--- src/rtl/alu_arbiter_pkg.sv ---
// Shared definitions for the ALU arbiter slice.
// Holds the arbiter FSM state encodings, the default requester count,
// the ALU operation codes and flag bit positions, and a helper that
// sizes requester index fields.
package alu_arbiter_pkg;

  // Arbiter FSM states (2-bit encoding).
  typedef enum logic [1:0] {
    ARB_IDLE = 2'd0,
    ARB_EXEC = 2'd1,
    ARB_RESP = 2'd2
  } arb_state_t;

  // Default number of requesters sharing the ALU.
  localparam int ARB_NUM_REQ = 4;

  // ALU operation codes. Any other code yields a zero result.
  localparam int ALU_ADD = 0;
  localparam int ALU_SUB = 1;  // a + ~b + cin (cin=1 means no borrow)
  localparam int ALU_AND = 2;
  localparam int ALU_OR  = 3;
  localparam int ALU_XOR = 4;

  // ALU flag bit positions.
  localparam int ALU_FLAG_ZERO     = 0;
  localparam int ALU_FLAG_CARRY    = 1;
  localparam int ALU_FLAG_NEGATIVE = 2;
  localparam int ALU_FLAG_OVERFLOW = 3;
  localparam int ALU_FLAG_COUNT    = 4;

  // Width of an index into n requesters (at least one bit).
  function automatic int idx_width(input int n);
    return (n > 1) ? $clog2(n) : 1;
  endfunction

endpackage

--- src/rtl/alu_arbiter_rr_pick.sv ---
// Combinational round-robin priority picker.
// Scans the request vector starting at ptr and wrapping modulo NUM_REQ;
// the first set bit wins.
// Ports:
//   req   - request vector, one bit per requester
//   ptr   - index where the scan starts (highest priority)
//   grant - one-hot grant (all zero when nothing is requested)
//   idx   - binary index of the granted requester
//   any   - high when some request is set
module alu_arbiter_rr_pick
  import alu_arbiter_pkg::*;
#(
  parameter int NUM_REQ = ARB_NUM_REQ,
  parameter int IDX_W   = idx_width(NUM_REQ)
) (
  input  logic [NUM_REQ-1:0] req,
  input  logic [IDX_W-1:0]   ptr,
  output logic [NUM_REQ-1:0] grant,
  output logic [IDX_W-1:0]   idx,
  output logic               any
);

  localparam int SUM_W = IDX_W + 1;

  logic [SUM_W-1:0] rot_sum [NUM_REQ];
  logic [IDX_W-1:0] rot_idx [NUM_REQ];
  logic [NUM_REQ-1:0] rot_req;
  logic             found;
  logic [IDX_W-1:0] pick;

  // Position gi of the rotated view corresponds to requester (ptr+gi) mod N.
  // The wrap is a single conditional subtract since ptr < NUM_REQ.
  generate
    for (genvar gi = 0; gi < NUM_REQ; gi++) begin : g_rot
      assign rot_sum[gi] = {1'b0, ptr} + SUM_W'(gi);
      assign rot_idx[gi] = (rot_sum[gi] >= SUM_W'(NUM_REQ)) ?
                           IDX_W'(rot_sum[gi] - SUM_W'(NUM_REQ)) :
                           IDX_W'(rot_sum[gi]);
      assign rot_req[gi] = req[rot_idx[gi]];
    end
  endgenerate

  always_comb begin
    found = 1'b0;
    pick  = '0;
    for (int k = 0; k < NUM_REQ; k++) begin
      if (!found && rot_req[k]) begin
        found = 1'b1;
        pick  = rot_idx[k];
      end
    end
  end

  generate
    for (genvar gi = 0; gi < NUM_REQ; gi++) begin : g_grant
      assign grant[gi] = found && (pick == IDX_W'(gi));
    end
  endgenerate

  assign idx = pick;
  assign any = found;

endmodule

--- src/rtl/ecpu_alu.sv ---
// ECPU combinational ALU.
// Ports:
//   op     - operation code (see alu_arbiter_pkg)
//   a, b   - operands
//   cin    - carry-in (ADD: added in; SUB: 1 = no borrow)
//   result - operation result
//   flags  - zero / carry / negative / overflow
module ecpu_alu
  import alu_arbiter_pkg::*;
#(
  parameter int BUS_SIZE = 32,
  parameter int OP_WIDTH = 8
) (
  input  logic [OP_WIDTH-1:0]       op,
  input  logic [BUS_SIZE-1:0]       a,
  input  logic [BUS_SIZE-1:0]       b,
  input  logic                      cin,
  output logic [BUS_SIZE-1:0]       result,
  output logic [ALU_FLAG_COUNT-1:0] flags
);

  localparam int MSB = BUS_SIZE - 1;

  logic [BUS_SIZE:0] wide;
  logic              carry;
  logic              ovf;

  always_comb begin
    wide   = '0;
    result = '0;
    carry  = 1'b0;
    ovf    = 1'b0;
    case (op)
      OP_WIDTH'(ALU_ADD): begin
        wide   = {1'b0, a} + {1'b0, b} + {{BUS_SIZE{1'b0}}, cin};
        result = wide[MSB:0];
        carry  = wide[BUS_SIZE];
        // Same-sign operands producing an opposite-sign result.
        ovf    = (a[MSB] == b[MSB]) && (result[MSB] != a[MSB]);
      end
      OP_WIDTH'(ALU_SUB): begin
        wide   = {1'b0, a} + {1'b0, ~b} + {{BUS_SIZE{1'b0}}, cin};
        result = wide[MSB:0];
        carry  = wide[BUS_SIZE];
        ovf    = (a[MSB] != b[MSB]) && (result[MSB] != a[MSB]);
      end
      OP_WIDTH'(ALU_AND): result = a & b;
      OP_WIDTH'(ALU_OR):  result = a | b;
      OP_WIDTH'(ALU_XOR): result = a ^ b;
      default:            result = '0;
    endcase
  end

  always_comb begin
    flags                    = '0;
    flags[ALU_FLAG_ZERO]     = (result == '0);
    flags[ALU_FLAG_CARRY]    = carry;
    flags[ALU_FLAG_NEGATIVE] = result[MSB];
    flags[ALU_FLAG_OVERFLOW] = ovf;
  end

endmodule

--- src/rtl/alu_arbiter.sv ---
// Round-robin arbiter sharing one ECPU ALU between NUM_REQ requesters.
// One operation is accepted in IDLE, evaluated in EXEC and returned in
// RESP, giving one op per three cycles at best.
// Ports:
//   clk, rst_n  - clock and synchronous active-low reset
//   req_valid   - per-requester request
//   req_ready   - one-hot accept strobe (combinational, IDLE only)
//   req_op/a/b  - packed per-requester op code and operands (slice i)
//   req_cin     - per-requester carry-in
//   rsp_valid   - one-hot completion strobe, one cycle, to the owner
//   rsp_result  - registered result of the last completed op
//   rsp_flags   - registered flags of the last completed op
//   busy        - high while an op is in EXEC or RESP
module alu_arbiter
  import alu_arbiter_pkg::*;
#(
  parameter int BUS_SIZE = 32,
  parameter int NUM_REQ  = ARB_NUM_REQ,
  parameter int OP_WIDTH = 8
) (
  input  logic                          clk,
  input  logic                          rst_n,
  input  logic [NUM_REQ-1:0]            req_valid,
  output logic [NUM_REQ-1:0]            req_ready,
  input  logic [NUM_REQ*OP_WIDTH-1:0]   req_op,
  input  logic [NUM_REQ*BUS_SIZE-1:0]   req_a,
  input  logic [NUM_REQ*BUS_SIZE-1:0]   req_b,
  input  logic [NUM_REQ-1:0]            req_cin,
  output logic [NUM_REQ-1:0]            rsp_valid,
  output logic [BUS_SIZE-1:0]           rsp_result,
  output logic [ALU_FLAG_COUNT-1:0]     rsp_flags,
  output logic                          busy
);

  localparam int IDX_W = idx_width(NUM_REQ);

  arb_state_t state_reg, state_next;
  logic [IDX_W-1:0]          ptr_reg;
  logic [IDX_W-1:0]          owner_reg;
  logic [OP_WIDTH-1:0]       op_reg;
  logic [BUS_SIZE-1:0]       a_reg;
  logic [BUS_SIZE-1:0]       b_reg;
  logic                      cin_reg;
  logic [BUS_SIZE-1:0]       result_reg;
  logic [ALU_FLAG_COUNT-1:0] flags_reg;

  logic [OP_WIDTH-1:0] op_arr [NUM_REQ];
  logic [BUS_SIZE-1:0] a_arr  [NUM_REQ];
  logic [BUS_SIZE-1:0] b_arr  [NUM_REQ];

  logic [NUM_REQ-1:0]        pick_grant;
  logic [IDX_W-1:0]          pick_idx;
  logic                      pick_any;
  logic [BUS_SIZE-1:0]       alu_result;
  logic [ALU_FLAG_COUNT-1:0] alu_flags;

  generate
    for (genvar gi = 0; gi < NUM_REQ; gi++) begin : g_unpack
      assign op_arr[gi] = req_op[gi*OP_WIDTH +: OP_WIDTH];
      assign a_arr[gi]  = req_a[gi*BUS_SIZE +: BUS_SIZE];
      assign b_arr[gi]  = req_b[gi*BUS_SIZE +: BUS_SIZE];
    end
  endgenerate

  alu_arbiter_rr_pick #(
    .NUM_REQ (NUM_REQ),
    .IDX_W   (IDX_W)
  ) u_pick (
    .req   (req_valid),
    .ptr   (ptr_reg),
    .grant (pick_grant),
    .idx   (pick_idx),
    .any   (pick_any)
  );

  // The ALU only ever sees the latched operands, so requesters are free
  // to change their inputs once they have been accepted.
  ecpu_alu #(
    .BUS_SIZE (BUS_SIZE),
    .OP_WIDTH (OP_WIDTH)
  ) u_alu (
    .op     (op_reg),
    .a      (a_reg),
    .b      (b_reg),
    .cin    (cin_reg),
    .result (alu_result),
    .flags  (alu_flags)
  );

  always_comb begin
    state_next = state_reg;
    case (state_reg)
      ARB_IDLE: if (pick_any) state_next = ARB_EXEC;
      ARB_EXEC: state_next = ARB_RESP;
      ARB_RESP: state_next = ARB_IDLE;
      default:  state_next = ARB_IDLE;
    endcase
  end

  // Gated by rst_n so nothing is accepted while reset is held.
  assign req_ready = (rst_n && (state_reg == ARB_IDLE)) ? pick_grant : '0;

  generate
    for (genvar gi = 0; gi < NUM_REQ; gi++) begin : g_rsp
      assign rsp_valid[gi] = (state_reg == ARB_RESP) && (owner_reg == IDX_W'(gi));
    end
  endgenerate

  assign busy       = (state_reg != ARB_IDLE);
  assign rsp_result = result_reg;
  assign rsp_flags  = flags_reg;

  always_ff @(posedge clk) begin
    if (!rst_n) begin
      state_reg  <= ARB_IDLE;
      ptr_reg    <= '0;
      owner_reg  <= '0;
      op_reg     <= '0;
      a_reg      <= '0;
      b_reg      <= '0;
      cin_reg    <= 1'b0;
      result_reg <= '0;
      flags_reg  <= '0;
    end else begin
      state_reg <= state_next;
      case (state_reg)
        ARB_IDLE: begin
          if (pick_any) begin
            owner_reg <= pick_idx;
            op_reg    <= op_arr[pick_idx];
            a_reg     <= a_arr[pick_idx];
            b_reg     <= b_arr[pick_idx];
            cin_reg   <= req_cin[pick_idx];
          end
        end
        ARB_EXEC: begin
          result_reg <= alu_result;
          flags_reg  <= alu_flags;
        end
        ARB_RESP: begin
          // Rotating only on completion bounds every requester's wait.
          ptr_reg <= (owner_reg == IDX_W'(NUM_REQ - 1)) ? '0 : owner_reg + 1'b1;
        end
        default: ;
      endcase
    end
  end

endmodule

--- config.mk ---
export PLATFORM = sky130hd
export DESIGN_NAME = alu_arbiter
export DESIGN_NICKNAME = d
export VERILOG_FILES = /design/src/rtl/alu_arbiter_pkg.sv /design/src/rtl/alu_arbiter_rr_pick.sv /design/src/rtl/ecpu_alu.sv /design/src/rtl/alu_arbiter.sv
export SDC_FILE = /design/constraint.sdc
export NUM_CORES = 1
export LEC_CHECK = 0
export BUFFER_PORTS_ARGS = -buffer_cell sky130_fd_sc_hd__buf_2
export CAP_MARGIN = 20
export CORE_UTILIZATION = 44
export CTS_BUF_LIST = sky130_fd_sc_hd__clkbuf_8
export DETAILED_ROUTE_END_ITERATION = 10
export GPL_TIMING_DRIVEN = 0
export HOLD_SLACK_MARGIN = 0.12
export PLACE_DENSITY = 0.8
export SLEW_MARGIN = 20
export SYNTH_ARGS = -nofsm -noshare
export SYNTH_HDL_FRONTEND = slang
export SYNTH_SLANG_ARGS = --single-unit
--- constraint.sdc ---
create_clock -name clk -period 4.5 [get_ports clk]
set_input_delay 0.225 -clock clk [delete_from_list [all_inputs] [get_ports clk]]
set_output_delay 0.225 -clock clk [all_outputs]
set_load 0.005 [all_outputs]
### Word level (Yosys, flattened, before mapping)

Cells that the tools add are included.

| storage, ports and cells | value |
|---|---|
| input port bits | 298 |
| output and inout bits | 45 |
| word-level logic and storage cells | 115 |
| flip-flop bits (word level) | 115 |

| cells by class | value |
|---|---|
| muxes and demuxes | 38 |
| equal/unequal tests | 17 |
| reduce and logical (&&, ||, !) cells | 24 |
| $add $sub $neg | 12 |
| bitwise gates (word level) | 5 |
| magnitude comparators | 10 |

Operators by type and width:

| kind | number |
|---|---|
| $pmux 32 s5 | 1 |
| $bmux 32 s2 | 2 |
| $mux 32 | 4 |
| $add 32x32->33 | 2 |
| $add 33x1->33 | 2 |
| $and 32x32->32 | 1 |
| $logic_not 32->1 | 1 |
| $not 32->32 | 1 |
| $or 32x32->32 | 1 |
| $xor 32x32->32 | 1 |
| $mux 2 | 10 |
| $bmux 8 s2 | 1 |
| $eq 8x2->1 const B | 2 |
| $mux 8 | 2 |
| $lt 2x3->1 const B | 5 |
| $logic_and 1x1->1 | 14 |
| $ge 3x3->1 const B | 4 |
| $bmux 1 s2 | 5 |
| $eq 2x2->1 const B | 5 |
| $mux 1 | 9 |
| $eq 8x1->1 const B | 1 |
| $eq 8x3->1 const B | 1 |
| $logic_not 8->1 | 1 |
| $sub 2x1->2 const B | 4 |
| 16 further kinds | 26 |

### Depth between registers and ports, before layout

| logic depth | value |
|---|---|
| word-level depth | 18 |
| gate-level depth with buffers | 15 |
| gate-level depth less buffers | 15 |

### By module

A second synthesis with hierarchy kept.

| second synthesis, totals | value |
|---|---|
| cells, all modules | 1429 |
| area total of the unflattened synthesis | 12017.8 µm² |

By module, submodules not included:

| module | cells each | instances | area an instance (µm²) | sequential area each (µm²) |
|---|---|---|---|---|
| ecpu_alu | 950 | 1 | 6192.2 | 0.0 |
| alu_arbiter | 446 | 1 | 5614.1 | 2302.2 |
| alu_arbiter_rr_pick | 33 | 1 | 211.5 | 0.0 |

### Worst setup path before layout

No wires, ideal clock.

| timing path | value |
|---|---|
| path type | reg-to-reg |
| start point | reg a_reg[0] |
| end point | reg flags_reg[0], in the netlist rsp_flags[0] |
| library setup time | 84 ps |
| cell stages (with the launch flop) | 15 |
| clock period less this slack | 3486 ps |
| data arrival time | 3402 ps |
| data required time | 4416 ps |
| slack | 1014 ps |
| cells stage by stage | dfxtp_1 > inv_1 > fa_1 > fa_1 > nand2b_1 > a211oi_1 > nor3_1 > nor3b_1 > a21oi_1 > o31a_1 > o21ai_1 > xor2_1 > a211oi_1 > nand4_1 > o31ai_2 |

| on the way | value |
|---|---|
| cells in the longest elaborated chain, start to end | 4 |
| elaborated cells on any way between the ends | 9 |
| classes of those cells | 4 x add/sub; 1 x mux; 3 x bitwise; 1 x reduce/logical |

RTL lines:

| item | RTL line | RTL |
|---|---|---|
| start, declared | alu_arbiter.sv:41 | `logic [BUS_SIZE-1:0] a_reg;` |
| start signal, assigned | alu_arbiter.sv:131 | `a_reg <= a_arr[pick_idx];` |
| $add 32x32->33, on equally long branches | ecpu_alu.sv:42, ecpu_alu.sv:35 |  |
| $add 33x1->33, on equally long branches | ecpu_alu.sv:42, ecpu_alu.sv:35 |  |
| $pmux 32 s5 * | ecpu_alu.sv:33 | `case (op)` |
| $logic_not 32->1 * | ecpu_alu.sv:56 | `flags[ALU_FLAG_ZERO] = (result == '0);` |
| end signal, assigned | alu_arbiter.sv:138 | `flags_reg <= alu_flags;` |
| end, declared | alu_arbiter.sv:45 | `logic [ALU_FLAG_COUNT-1:0] flags_reg;` |

Mark *: on every way between the ends. The rest lies on a longest branch, timed or not.
A chain may end at the register's enable or synchronous reset.

### Final worst setup path

| timing path | value |
|---|---|
| start point | reg b_reg[0] |
| end point | reg flags_reg[0], in the netlist rsp_flags[0] |

| on the way | value |
|---|---|
| cells in the longest elaborated chain, start to end | 5 |
| elaborated cells on any way between the ends | 10 |
| classes of those cells | 4 x add/sub; 1 x mux; 4 x bitwise; 1 x reduce/logical |

RTL lines:

| item | RTL line | RTL |
|---|---|---|
| start, declared | alu_arbiter.sv:42 | `logic [BUS_SIZE-1:0] b_reg;` |
| start signal, assigned | alu_arbiter.sv:132 | `b_reg <= b_arr[pick_idx];` |
| $not 32->32 | ecpu_alu.sv:42 | `wide = {1'b0, a} + {1'b0, ~b} + {{BUS_SIZE{1'b0}}, cin};` |
| $add 32x32->33 | ecpu_alu.sv:42 |  |
| $add 33x1->33 | ecpu_alu.sv:42 |  |
| $pmux 32 s5 * | ecpu_alu.sv:33 |  |
| $logic_not 32->1 * | ecpu_alu.sv:56 |  |

Marks and branches as above.

==> run summary <==
- 231.9 MHz — maximum clock frequency
- 2544 — Layout Nets
- 17 — largest net degree at the start of global routing
- false — unrepaired setup endpoints after global routing
- dfxtp_1 — most instantiated flip-flop cell in the synthesis netlist
- 86.10 mm — global-route wire length before repair
- 0 — max-capacitance violation count
- reg2reg — classification of the worst setup path
- 2 — Clock Tree Buf Depth
- 341 — IO Port Bufs
- 1485 — number of DRC markers after the initial detailed-route iteration
- clkbuf_8 — Root Buffer
- 1.010 — Final GP Congestion
- 0 — proportion of register bits with asynchronous set or reset after synthesis
- 14460 — vias in the first global route
- 4.312 ns — minimum clock period
- 4 — largest fanout on the critical path
- 58.01 mm — Total Routed Length
- rsp_flags[0] — terminus of the critical flop-to-flop path
- 0 — final global-route overflow total
- 0.19 ns — worst reg-to-reg setup slack
- 4.87 ns — Data required, critical path
- 0.03224 ns — maximum clock skew at final layout
- 2516 — non-filler cells, final
- 2282 µm² — Sequential cell area
- 0 — post-CTS repair timing setup buffer count
- 4 — H-tree depth
- 60 — row count
- 0 — count of hold buffers inserted by post-cts repair
- 27180 µm² — area of the placeable core
- 23.06 µm — routed length per placed instance
- 0.1848 ns — minimum hold slack
- req_a[53] — min-delay src
- 0 — Max Transition Viols Final
- 0.11 ns — register clock-pin slew on the reported worst setup and hold paths
- 339.4 nW/µm² — power density normalized to cell area
- 6.109 — vias per cell
- 5 — Worst Hold Path Cells
- 4.69 ns — arrival time of data at the critical path endpoint
- 0 — EDFF count, synth
- 0 — Final ANT Viol Nets
- 0.9583 — ratio of final minimum period to clock period
- register — endpoint class of the critical path
- finished clean — run status
- 0 — final routed DRC violation total
- 2 — antenna violations before repair
- 1769 — Post-Synthesis Cells
- 15370 — number of vias after detailed routing
- 2482 — number of placed instances with taps included
- 0.1858 — sequential share of the synthesized area
- 47.78 mm — HPWL after detailed placement
- a_reg[21] — hold path endpoint
- 12290 µm² — Post-Synthesis Cell Area
- dfxtp_1 — cell taking the most area after synthesis
- 0.3994 — GRT Total Usage
- 169.1 µm — Die X-Extent
- 2804 — number of fill cells in the layout
- 94 — number of distinct library cells after synthesis
- 9064 µm² — area taken by multi-input logic gates
- 14 — depth of the worst register-to-register path
- 0.0001775 V — VDD IR-drop max
- 0.3374 — Max transition margin
- 0.9885 ns — Slew @ Worst Pin
- done — TritonCTS clock tree
- 6.352 nW — static leakage
- 0.48 ns — clock latency at the later pin of the worst-skew pair
- 343 — IO Count
- 5 — DR pass1 iterations
- register — kind of start point of the critical path
- b_reg[0] — Crit Reg-Reg Startpoint
- 21.33% — layout overhead on the synthesized area
- 2184 — nets in the synthesized netlist
- 0 — final hold vios
- dfxtp_1 19%, ha_1 12%, a21oi_1 7.3% — largest cells by area after synthesis
- 0.005060 W — Power, Total
- 0 — Yosys Warn Count
- in2reg — type of the most critical hold path
- 0.2063 — share of layout cells above drive strength 1
- 0.4521 — initial core utilization
- 6.945 µm² — mean cell area of the mapped netlist
- 169.1 µm — Die Ht
- 17 — number of clock buffers inserted by TritonCTS
- 28590 µm² — Total Die Area
- 114 — sinks on the clock net
- 0 — Final setup viols
- 0.1858 — area fraction of the dominant cell type after synthesis
- 114 — number of synthesized register bits
## where the power goes
| part | switching, W | internal (W) |
|---|---|---|
| logic | 0.00180 | 0.000941 |
| registers | 0.000130 | 0.00112 |
| clock network | 0.000549 | 0.000514 |
## layer usage
layer | GRT usage | share of wire | wire (µm)
met1 | 0.5188 | 0.41 | 23770
met2 | 0.6572 | 0.46 | 26450
met3 | 0.06336 | 0.095 | 5529
met4 | 0.1645 | 0.039 | 2255
met5 | 0 | 0 | 0
## cell families (layout without fill, tap and decap cells)
group | after synthesis | in the layout | synth area share
simple gates | 667 | 667 | 0.2532
flops | 114 | 114 | 0.1858
buf+inv | 249 | 622 | 0.07974
other cells | 0 | 2 | 0
compound gates | 603 | 603 | 0.3450
fa+ha+maj | 117 | 117 | 0.1216
xor+xnor | 11 | 11 | 0.007842
mux | 8 | 8 | 0.006823
## stage by stage
stage	setup slack [ns]	util	setup TNS, ns	instance area [µm²]
floorplan	1.014	-	0	12290
global placement	-0.1318	0.5320	-0.1364	14460
detailed placement	-0.1733	0.5322	-0.1911	14460
CTS	0.007602	0.5472	0	14870
global route	0.04327	0.5485	0	14910
finish	0.1876	0.5485	0	14910
## cell usage after synthesis (15+ instances only)
cell,n
clkbuf_1,97
a211oi_1,106
o2111ai_1,15
dfxtp_1,114
a21o_1,15
and2_1,69
nand2_1,223
nand3_1,22
nor3_1,42
ha_1,113
o211ai_1,17
nor2_1,199
a21oi_1,178
buf_1,21
a311oi_1,77
inv_1,102
o21ai_0,56
buf_2,18
## how the worst max path moves through the flow
stage,from,slack (ns),end
after floorplan,a_reg[0],1.01,rsp_flags[0]
after global placement,b_reg[0],-0.13,rsp_flags[0]
after detailed placement,b_reg[0],-0.17,rsp_flags[0]
after CTS,b_reg[0],0.008,rsp_flags[0]
after global routing,b_reg[0],0.04,rsp_flags[0]
final,b_reg[0],0.19,rsp_flags[0]
## layout by cell type, fill, tap and decap left out, types with 77 or more instances in the layout
| cell type | instances |
|---|---|
| a211oi_1 | 105 |
| nor2_1 | 199 |
| clkbuf_1 | 97 |
| a21oi_1 | 178 |
| nand2_1 | 223 |
| ha_1 | 113 |
| buf_2 | 359 |
| dfxtp_1 | 114 |
| a311oi_1 | 77 |
| inv_1 | 102 |
## layout make-up
| class | instances | area share |
|---|---|---|
| antenna | 2 | 0.0003358 |
| multi-input combinational | 1406 | 0.6081 |
| tap | 372 | 0.03123 |
| buffer | 140 | 0.03828 |
| inverter | 109 | 0.02745 |
| clock buffer | 18 | 0.01662 |
| sequential | 114 | 0.1531 |
| clock inverter | 14 | 0.01041 |
| timing repair buffer | 341 | 0.1145 |
## repair_timing
action	CTS	global route
endpoints found under the setup margin	2	2
gates resized for setup	1	4
endpoints found under the hold margin	0	0
## critical path, stage by stage (launching register included)
cell and delay, ns:
dfxtp_1 0.43, inv_1 0.11, fa_1 0.45, fa_1 0.45, nand2b_1 0.23, a211oi_4 0.39, o2111ai_1 0.17, nand2_1 0.19
o21ai_0 0.27, a211oi_1 0.34, nor3_1 0.12, o211a_1 0.23, a211oi_1 0.48, nand4_1 0.18, o31ai_2 0.20
No activity file was read; power rests on OpenSTA's default activity.
